--- src/rtl/seq_gen_tx.sv ---
// Bit-serial frame transmitter: sync 1011, payload MSB-first, optional even parity, idle gap.
// Optional parity bit is compiled in when SEQ_TX_PARITY_EN is defined.
module seq_gen_tx #(
    parameter int unsigned DATA_W   = 8,
    parameter int unsigned GAP_BITS = 2
) (
    input  logic              clk,
    input  logic              rst,
    input  logic              in_valid,
    input  logic [DATA_W-1:0] in_data,
    output logic              in_ready,
    output logic              out,
    output logic              busy,
    output logic              tx_done
);

    localparam int unsigned MAX_DG  = (DATA_W > GAP_BITS) ? DATA_W : GAP_BITS;
    localparam int unsigned MAX_LEN = (MAX_DG > 4) ? MAX_DG : 4;
    localparam int unsigned CNT_W   = $clog2(MAX_LEN) + 1;
    localparam logic [3:0]  SYNC_PAT = 4'b1011;

    typedef enum logic [2:0] {
        StIdle,
        StSync,
        StData,
`ifdef SEQ_TX_PARITY_EN
        StPar,
`endif
        StGap
    } state_e;

    state_e             state_q, state_d;
    logic [CNT_W-1:0]   cnt_q, cnt_d;
    logic [DATA_W-1:0]  shreg_q, shreg_d;
    logic               out_q, out_d;
    logic               init_q;
    logic               last_gap;
    logic               hs;
`ifdef SEQ_TX_PARITY_EN
    logic               par_q, par_d;
`endif

    assign last_gap = (state_q == StGap) && (cnt_q == '0);
    // init_q holds in_ready low until the first edge after reset release
    assign in_ready = ((state_q == StIdle) && init_q) || last_gap;
    assign busy     = (state_q != StIdle);
    assign tx_done  = last_gap;
    assign out      = out_q;
    assign hs       = in_valid && in_ready;

    always_comb begin
        state_d = state_q;
        cnt_d   = cnt_q;
        shreg_d = shreg_q;
        out_d   = 1'b0;
`ifdef SEQ_TX_PARITY_EN
        par_d   = par_q;
`endif
        unique case (state_q)
            StIdle: ;
            StSync: begin
                if (cnt_q == '0) begin
                    state_d = StData;
                    cnt_d   = CNT_W'(DATA_W - 1);
                end else begin
                    cnt_d = cnt_q - CNT_W'(1);
                end
            end
            StData: begin
                shreg_d = shreg_q << 1;
                if (cnt_q == '0) begin
`ifdef SEQ_TX_PARITY_EN
                    state_d = StPar;
                    cnt_d   = '0;
`else
                    state_d = StGap;
                    cnt_d   = CNT_W'(GAP_BITS - 1);
`endif
                end else begin
                    cnt_d = cnt_q - CNT_W'(1);
                end
            end
`ifdef SEQ_TX_PARITY_EN
            StPar: begin
                state_d = StGap;
                cnt_d   = CNT_W'(GAP_BITS - 1);
            end
`endif
            StGap: begin
                if (cnt_q == '0) begin
                    state_d = StIdle;
                end else begin
                    cnt_d = cnt_q - CNT_W'(1);
                end
            end
            default: state_d = StIdle;
        endcase

        // Only possible in idle or on the last gap bit, so it overrides both
        if (hs) begin
            state_d = StSync;
            cnt_d   = CNT_W'(3);
            shreg_d = in_data;
`ifdef SEQ_TX_PARITY_EN
            par_d   = ^in_data;
`endif
        end

        // Line value for the next cycle, so out comes straight from a flop
        case (state_d)
            StSync:  out_d = SYNC_PAT[cnt_d[1:0]];
            StData:  out_d = shreg_d[DATA_W-1];
`ifdef SEQ_TX_PARITY_EN
            StPar:   out_d = par_d;
`endif
            default: out_d = 1'b0;
        endcase
    end

    always_ff @(posedge clk or negedge rst) begin
        if (!rst) begin
            state_q <= StIdle;
            cnt_q   <= '0;
            shreg_q <= '0;
            out_q   <= 1'b0;
            init_q  <= 1'b0;
`ifdef SEQ_TX_PARITY_EN
            par_q   <= 1'b0;
`endif
        end else begin
            state_q <= state_d;
            cnt_q   <= cnt_d;
            shreg_q <= shreg_d;
            out_q   <= out_d;
            init_q  <= 1'b1;
`ifdef SEQ_TX_PARITY_EN
            par_q   <= par_d;
`endif
        end
    end

endmodule
--- config.mk ---
export PLATFORM = sky130hd
export DESIGN_NAME = seq_gen_tx
export DESIGN_NICKNAME = d
export VERILOG_FILES = /design/src/rtl/seq_gen_tx.sv
export SDC_FILE = /design/constraint.sdc
export NUM_CORES = 1
export LEC_CHECK = 0
export ABC_AREA = 1
export BUFFER_PORTS_ARGS = -buffer_cell sky130_fd_sc_hd__buf_2
export CORE_MARGIN = 5
export CORE_UTILIZATION = 40
export CTS_BUF_LIST = sky130_fd_sc_hd__clkbuf_4
export CTS_CLUSTER_DIAMETER = 120
export DETAILED_ROUTE_END_ITERATION = 7
export GPL_TIMING_DRIVEN = 1
export PLACE_DENSITY = 0.59
export SLEW_MARGIN = 40
export SYNTH_ARGS = -nofsm -noshare
export SYNTH_HDL_FRONTEND = slang
export SYNTH_SLANG_ARGS = --single-unit
--- constraint.sdc ---
create_clock -name clk -period 1.7 [get_ports clk]
set_input_delay 0.34 -clock clk [delete_from_list [all_inputs] [get_ports clk]]
set_output_delay 0.34 -clock clk [all_outputs]
set_load 0.02 [all_outputs]
==> impl_metrics.toml, run 1 <==
[outcome]
status = "finished with violations"
violations = "negative setup slack"

[sta]
fmax_mhz = 588
setup_viol = 1
period_minus_slack_ns = 1.70
clock-skew-final_ns = 0.000832
fin_crit_sh = 1.00
drv_slew = 0
hold_viol_final = 0
rsz0062_at_grt = "true"
setup_slack_ns = -0.000467

[detailed_routing]
drc = 0
dr.max_layer_used = "met4"
num_vias = 920
antenna_left = 0
wl_met1_mm = 1.02
routedWlPerCell_um = 11.9
firstDrtPassIters = 4
dr_wl_met3_um = 90
route.met2.wl_mm = 1.15
viasPerCell = 4.82
totalWireLength_mm = 2.27
drtIter0Drc = 17

[clocking]
cts-root-buf = "clkbuf_4"
clock_path_buffers = 2
htree_levels = 1
clock-sinks = 17
tritoncts = "done"
clk_pin_slew_ns = 0.11
numCtsBuffers = 3
clock_latency_ns = 0.29

[floorplanning]
rows = 17
start_util = 0.424
coreArea_mm2 = 0.00225
io_pins = 15
fp.dieH_um = 58.9
dieArea_mm2 = 0.00347
die_x_um = 58.9

[cells_and_area]
fin_util = 0.569
antennaDiodeCount = 0
fin_nets = 178
final_cells = 191
final_area_mm2 = 0.00128
synthToLayoutAreaGrowth_pct = 34.3
drive_gt1_frac = 0.344
layout_common_cells = "nand2_1, buf_4, dfrtp_1, nand3_1, buf_2"
layout_commonest_cell = "nand2_1"

[yosys]
synth_nets = 140
synth_top_area_frac = 0.445
post-synth-top-area-cell = "dfrtp_1"
synth.top_cells.by_area = "dfrtp_1, nand2_1, nand3_1, ha_1, inv_1"
ys_seq_area_frac = 0.445
ys_warn_count = 0
avgSynthCellArea_um2 = 7.59
synth_cell_types = 23
ys_ff_latch = 17
syn_area_um2 = 956
netlist_instances = 126

[worst_hold_path]
hold_path_end = "shreg_q[0]$_DFFE_PN0P_"
hold_start = "in_data[0]"
hold_path_depth = 3
hp-class = "input pin to flop"

[place]
pre_cts_ws_ns = -0.0314
io_buffer_count = 14
dp_hpwl_mm = 1.67
place_congestion = 0.861
place_area_mm2 = 0.00109
placed_cells = 173

[job]
cap_violations = 0

[setup_path]
r2r_setup_slack_ns = 0.03
cp.required_ns = 1.36
cp_max_fo = 4
regToRegStartpoint = "cnt_q[0]$_DFF_PN0_"
cpPeakStageDelay_ns = 0.40
path_class = "flop to output port"
reg2regPathDepth = 12
cp_slowest_cell = "dfrtp_1"
crit_chain = "inv_2, ha_4, nand2_4, nor2_4, nand2_4, nand2_4, buf_6"
r2r-end = "out$_DFF_PN0_"
crit_path_end_kind = "output port"
start_kind = "flop"
cp_common_cell = "nand2_4"
arrival_ns = 1.36

[power]
intPower_mw = 0.763
power_density_mw_per_mm2 = 901
combPwrFrac = 0.359
power_switching_mw = 0.394
p_leak_nw = 0.710
pwr-share-seq = 0.447
p_clk_frac = 0.194
sw_frac_of_total = 0.340
ir_worst_vdd_mv = 0.571
p_total_mw = 1.16

[global_route]
grt_pass1_wl_mm = 4.00
grt_use_total = 0.151
grt_overflow = 0
grt_max_degree = 18
antenna_found_initial = 0
grt_pass1_vias = 951
cell type report:
cell class,instances,area [um^2]
clock buffer,3,22.5
multi-input combinational,96,512
sequential,17,425
inverter,12,45.0
timing repair buffer,34,239
fill,240,971
tap,28,35.0
clock inverter,1,5.00
power groups by stage:
stage | Sequential [mW] | Clock (mW) | Combinational, mW
detailed placement | 0.524 | 0 | 0.295
CTS | 0.516 | 0.227 | 0.372
global placement | 0.521 | 0 | 0.285
global route | 0.524 | 0.250 | 0.469
floorplan | 0.521 | 0 | 0.201
finish | 0.517 | 0.224 | 0.415
sequential cells by signal, indices dropped and copies added (netlist names):
register,cells
init_q,1
shreg_q,8
cnt_q,4
state_q,3
out,1
per-stage QoR:
stage,hold WS [ns],TNS (ns)
after floorplan,0.0444,0
after global placement,0.297,0
final,0.242,-0.000467
after CTS,0.243,-0.0209
after global routing,0.247,-0.403
after detailed placement,0.290,-0.0314
cell usage after synthesis:
cell       count
a21boi_2       1
a21oi_1        3
and2_1         1
buf_6          1
conb_1         2
dfrtp_1       17
ha_1           3
inv_1         10
inv_2          2
nand2_1       52
nand2_2        3
nand2_4        1
nand3_1       13
nand4_1        1
nor2_1         5
nor2_2         1
nor2_4         2
o2111ai_1      1
o21ai_0        3
o21ai_1        1
or2_2          1
xnor2_1        1
xor2_1         1
how the worst max path moves through the flow:
stage / startpoint / end / slack [ns] / cells after the start
2_1_floorplan: cnt_q[0]$_DFF_PN0_ / out$_DFF_PN0_ / 0.1 / 11
3_5_place_dp: cnt_q[0]$_DFF_PN0_ / out$_DFF_PN0_ / -0.03 / 11
4_1_cts: cnt_q[1]$_DFF_PN0_ / in_ready / -0.02 / 7
6_report: cnt_q[0]$_DFF_PN0_ / in_ready / -0.0005 / 7
5_1_grt: cnt_q[0]$_DFF_PN0_ / in_ready / -0.08 / 7
3_3_place_gp: cnt_q[0]$_DFF_PN0_ / out$_DFF_PN0_ / 0.02 / 11
metal layers:
| layer | vias up | track usage |
|---|---|---|
| met5 | - | 0 |
| met4 | 0 | 0.0518 |
| met3 | 2 | 0.0373 |
| met2 | 16 | 0.259 |
| met1 | 436 | 0.183 |
| li1 | 466 | - |
critical path, delay by kind of cell, from the launching register on:
family / cells / cell delay, ns
flops: 1 / 0.40
buf+inv: 2 / 0.19
fa+ha+maj: 1 / 0.15
simple gates: 4 / 0.32
repair_timing:
action	4_1_cts	5_1_grt
gates resized for setup	14	3
setup buffers	8	5
hold buffers	1	0
setup endpoints to repair	3	10
endpoints found under the hold margin	17	0
pin swaps	3	2
gates cloned	0	0
cell families (layout without fill, tap and decap cells):
| kind of cell | Yosys count | count (layout) | synth area share |
|---|---|---|---|
| other | 2 | 2 | 0.00786 |
| xor gates and xnor gates | 2 | 2 | 0.0183 |
| DFF | 17 | 17 | 0.445 |
| and+or+nand+nor | 80 | 80 | 0.373 |
| buffers and inverters | 13 | 50 | 0.0589 |
| adders and majority gates | 3 | 3 | 0.0393 |
| AOI/OAI and AO/OA | 9 | 9 | 0.0576 |
Power figures use the tool's default switching activity.
==> inputs of run 2 (changes only) <==
--- a/config.mk
+++ b/config.mk
@@ -14,6 +14,7 @@
 export DETAILED_ROUTE_END_ITERATION = 7
 export GPL_TIMING_DRIVEN = 1
 export PLACE_DENSITY = 0.59
+export RECOVER_POWER = 100
 export SLEW_MARGIN = 40
 export SYNTH_ARGS = -nofsm -noshare
 export SYNTH_HDL_FRONTEND = slang
==> run 2 against run 1 <==
Effect of this change: non-clock buffer count did not move; critical path type unchanged; worst hold slack about the same; the run still ends with negative setup slack left; global-route usage unchanged; sequential power about the same; clock skew barely moved; combinational power about the same; final area shrank 0.19%.
==> impl_metrics.toml, run 2 (synthesis gave the netlist of run 1 again) <==
[power]
p_leak_nw = 0.703
power_density_mw_per_mm2 = 902
ir_worst_vdd_mv = 0.571
p_total_mw = 1.16

[sta]
rsz0062_at_grt = "true"
drv_slew = 0
holdWs_ns = 0.242
setup_slack_ns = -0.000664
worst_pin_slew_ns = 0.930
period_minus_slack_ns = 1.70
setup_viol = 1
hold_viol_final = 0
relSlewSlack = 0.380
fin_crit_sh = 1.00
clock-skew-final_ns = 0.000818
fmax_mhz = 588

[cells_and_area]
seqCellArea_um2 = 425
layout_commonest_cell = "nand2_1"
regMostFlops = "shreg_q"
synthToLayoutAreaGrowth_pct = 34.0
final_cells = 191
layout_common_cells = "nand2_1, buf_4, dfrtp_1, nand3_1, buf_2"
nFillCells = 239
drive_gt1_frac = 0.331
largest_register_ffs = 8
fin_util = 0.568
multi_input_area_um2 = 512
top_regs = "shreg_q: 8 flops, cnt_q: 4 flops, state_q: 3 flops"
fin_nets = 178
antennaDiodeCount = 0

[setup_path]
crit_chain = "inv_2, ha_4, nand2_4, nor2_4, nand2_4, nand2_4, buf_6"
arrival_ns = 1.36
cp_common_cell = "nand2_4"
path_delay_family = "flip-flops"
crit_buf_inv = 2
cpPeakStageDelay_ns = 0.40
cp_slowest_cell = "dfrtp_1"
cp_max_fo = 4
crit_path_end_kind = "output port"
path_class = "flop to output port"
start_kind = "flop"
cp.required_ns = 1.36
cp.depth = 7
reg2regPathDepth = 12

[place]
placed_cells = 173
io_buffer_count = 14
place_congestion = 0.861
dp_hpwl_mm = 1.67

[clocking]
htree_levels = 1
clock-sinks = 17
tritoncts = "done"
clock_path_buffers = 2
numCtsBuffers = 3
clk_pin_slew_ns = 0.11
cts-root-buf = "clkbuf_4"
clock_latency_ns = 0.29

[floorplanning]
dieArea_mm2 = 0.00347
rows = 17
io_pins = 15
coreArea_mm2 = 0.00225
start_util = 0.424
die_x_um = 58.9
fp.dieH_um = 58.9

[detailed_routing]
firstDrtPassIters = 4
totalWireLength_mm = 2.27
num_vias = 920
drc = 0
routedWlPerCell_um = 11.9
viasPerCell = 4.82
antenna_left = 0
drtIter0Drc = 17

[worst_hold_path]
hold_path_depth = 3
hp-class = "input pin to flop"

[outcome]
violations = "negative setup slack"
status = "finished with violations"

[global_route]
grt_max_degree = 18
grt_overflow = 0
antenna_found_initial = 0
grt_pass1_vias = 951
grt_pass1_wl_mm = 4.00
grt_use_total = 0.151

[job]
cap_violations = 0
==> run 2: metrics by stage <==
stage	instance area [um^2]	TNS, ns	setup WS, ns
after global routing	1280	-0.403	-0.0808
final	1280	-0.000664	-0.000664
after CTS	1240	-0.0209	-0.0205
after global placement	1090	0	0.0245
after floorplan	956	0	0.0975
after detailed placement	1090	-0.0314	-0.0314
==> run 2: final timing paths <==
check	slack, ns	startpoint	end
setup reg to reg	0.03	cnt_q[0]$_DFF_PN0_	out$_DFF_PN0_
hold / removal	0.24	in_data[0]	shreg_q[0]$_DFFE_PN0P_
min in group asynchronous	0.71	rst	cnt_q[0]$_DFF_PN0_
hold reg to reg	0.49	shreg_q[0]$_DFFE_PN0P_	shreg_q[0]$_DFFE_PN0P_
max in group asynchronous	0.43	rst	shreg_q[7]$_DFF_PN0_
setup / recovery	-0.0007	cnt_q[0]$_DFF_PN0_	in_ready
==> run 2: report_power, final <==
| group | total, mW | leakage [nW] | switching, mW | internal [mW] |
|---|---|---|---|---|
| combinational | 0.414 | 0.474 | 0.213 | 0.201 |
| sequential | 0.517 | 0.211 | 0.0438 | 0.473 |
| clock | 0.224 | 0.0177 | 0.137 | 0.0875 |
==> run 2: per-layer routing <==
layer	track usage	up-vias	part of all wire
met5	0	-	0
met2	0.259	16	0.51
met3	0.0373	2	0.039
li1	-	466	-
met1	0.183	436	0.45
met4	0.0518	0	0.0044
==> run 2: final cells by class <==
type | instances | share of cell area
clock buffer | 3 | 0.0176
tap | 28 | 0.0273
timing repair buffer | 34 | 0.185
sequential | 17 | 0.332
clock inverter | 1 | 0.00391
multi-input combinational | 96 | 0.399
inverter | 12 | 0.0352
==> run 2: what timing repair did <==
action,4_1_cts,5_1_grt
hold buffers,1,0
pin swaps,3,2
resized for setup,14,3
setup endpoints to repair,3,10
hold endpoints to repair,17,0
buffers inserted,8,5
==> run 2: worst register-to-register path, cell delays in order (launching register included) <==
cell and delay, ns:
dfrtp_1 0.40, inv_2 0.08, ha_4 0.15, nand2_4 0.05
nor2_4 0.11, nand2_4 0.09, buf_4 0.14, a21boi_2 0.19
buf_6 0.17, nand2_4 0.05, nand2_2 0.06, nand2_1 0.06
nand2_1 0.07
==> inputs of run 3 (changes only) <==
--- a/config.mk
+++ b/config.mk
@@ -19,3 +19,4 @@
 export SYNTH_ARGS = -nofsm -noshare
 export SYNTH_HDL_FRONTEND = slang
 export SYNTH_SLANG_ARGS = --single-unit
+export TNS_END_PERCENT = 5
==> run 3 against run 2 <==
Effect of this change: the flow now finishes without violations; core utilization unchanged; final cell count unchanged; wire length up 0.22%; critical path depth unchanged; largest power group unchanged; global-route usage unchanged; register-to-register slack about the same; die area unchanged; clock skew about the same; via count down 0.33%; highest routed layer unchanged; clock power about the same; critical path type unchanged; critical endpoint unchanged; flip-flop and latch count unchanged; sequential share of layout area unchanged.
==> impl_metrics.toml, run 3 (synthesis gave the netlist of run 1 again) <==
[cells_and_area]
antennaDiodeCount = 0
seqCellArea_um2 = 425
layout_common_cells = "nand2_1, buf_4, dfrtp_1, nand3_1, buf_2"
largest_register_ffs = 8
synthToLayoutAreaGrowth_pct = 34.0
multi_input_area_um2 = 512
final_cells = 191
fin_nets = 178
layout_commonest_cell = "nand2_1"
drive_gt1_frac = 0.331
regMostFlops = "shreg_q"
top_regs = "shreg_q: 8 flops, cnt_q: 4 flops, state_q: 3 flops"
nFillCells = 239

[sta]
fmax_mhz = 589
clock-skew-final_ns = 0.00102
finalSetupTns_ns = 0
relSlewSlack = 0.375
drv_slew = 0
rsz0062_at_grt = "true"
fin_crit_sh = 0.999
setup_viol = 0
worst_pin_slew_ns = 0.937
holdWs_ns = 0.243
hold_viol_final = 0
period_minus_slack_ns = 1.70

[clocking]
clock_latency_ns = 0.29
clock-sinks = 17
cts-root-buf = "clkbuf_4"
htree_levels = 1
numCtsBuffers = 3
tritoncts = "done"
clock_path_buffers = 2
clk_pin_slew_ns = 0.11

[global_route]
grt_use_total = 0.151
grt_pass1_wl_mm = 4.00
grt_use_met2 = 0.259
grt_overflow = 0
use_met3 = 0.0373
grt.busiest_layer = "met2"
antenna_found_initial = 0
met1_usage = 0.183
grt_max_degree = 18
grt_pass1_vias = 951

[place]
io_buffer_count = 14
dp_hpwl_mm = 1.67
placed_cells = 173
place_congestion = 0.861

[setup_path]
path_class = "flop to output port"
r2r_setup_slack_ns = 0.03
start_kind = "flop"
cp.required_ns = 1.36
arrival_ns = 1.36
cp_max_fo = 4
crit_path_end_kind = "output port"
reg2regPathDepth = 12

[power]
ir_worst_vdd_mv = 0.571
p_leak_nw = 0.703
power_density_mw_per_mm2 = 902

[worst_hold_path]
hp-class = "input pin to flop"
hold_path_depth = 3

[floorplanning]
fp.dieH_um = 58.9
die_x_um = 58.9
rows = 17
io_pins = 15
dieArea_mm2 = 0.00347
start_util = 0.424
coreArea_mm2 = 0.00225

[job]
cap_violations = 0

[detailed_routing]
routedWlPerCell_um = 11.9
drc = 0
viasPerCell = 4.80
antenna_left = 0
num_vias = 917
drtIter0Drc = 13
totalWireLength_mm = 2.28
firstDrtPassIters = 4

[outcome]
status = "finished clean"
## run 3: cell counts in the layout (fill, tap and decap cells not counted)
No cell type changed its count.
## run 3: cell type report
type | count | share of cell area
multi-input combinational | 96 | 0.399
sequential | 17 | 0.332
timing repair buffer | 34 | 0.185
inverter | 12 | 0.0352
tap | 28 | 0.0273
clock buffer | 3 | 0.0176
clock inverter | 1 | 0.00391
## run 3: path summary, 6_finish.rpt
kind / startpoint / end
setup / recovery: cnt_q[0]$_DFF_PN0_ / in_ready
hold / removal: in_data[0] / shreg_q[0]$_DFFE_PN0P_
setup reg to reg: cnt_q[0]$_DFF_PN0_ / out$_DFF_PN0_
hold reg to reg: shreg_q[0]$_DFFE_PN0P_ / shreg_q[0]$_DFFE_PN0P_
max in group asynchronous: rst / shreg_q[7]$_DFF_PN0_
min in group asynchronous: rst / cnt_q[0]$_DFF_PN0_
## run 3: metrics by stage
stage          instance area (um^2)  setup WS, ns  utilization  power (mW)
2_1_floorplan                   956        0.0975            -       0.721
4_1_cts                        1240       -0.0205        0.549        1.11
6_report                       1280      0.000907        0.568        1.16
5_1_grt                        1280       -0.0808        0.568        1.24
3_3_place_gp                   1090        0.0245        0.486       0.806
3_5_place_dp                   1090       -0.0314        0.486       0.819
## run 3: repair_timing
| action | 4_1_cts | 5_1_grt |
|---|---|---|
| hold endpoints to repair | 17 | 0 |
| setup endpoints to repair | 3 | 10 |
| buffers inserted | 8 | 5 |
| pin swaps | 3 | 2 |
| resized for setup | 14 | 3 |
| hold buffers | 1 | 0 |
## run 3: worst max-delay path, cell delays in order, from the launching register on
cell     delay (ns)
dfrtp_1        0.40
inv_2          0.08
ha_4           0.15
nand2_4        0.05
nor2_4         0.11
nand2_4        0.09
nand2_4        0.07
buf_6          0.11
## run 3: routing by layer
| metal | vias up | part of all wire |
|---|---|---|
| met5 | - | 0 |
| met4 | 0 | 0.0044 |
| met3 | 2 | 0.039 |
| met2 | 15 | 0.51 |
| met1 | 434 | 0.45 |
| li1 | 466 | - |
## run 3: power by group
| part | leakage (nW) | switching [mW] | total [mW] | internal, mW |
|---|---|---|---|---|
| clock | 0.0177 | 0.136 | 0.224 | 0.0874 |
| sequential | 0.211 | 0.0437 | 0.517 | 0.473 |
| combinational | 0.474 | 0.213 | 0.415 | 0.201 |
| total | 0.703 | 0.393 | 1.16 | 0.762 |
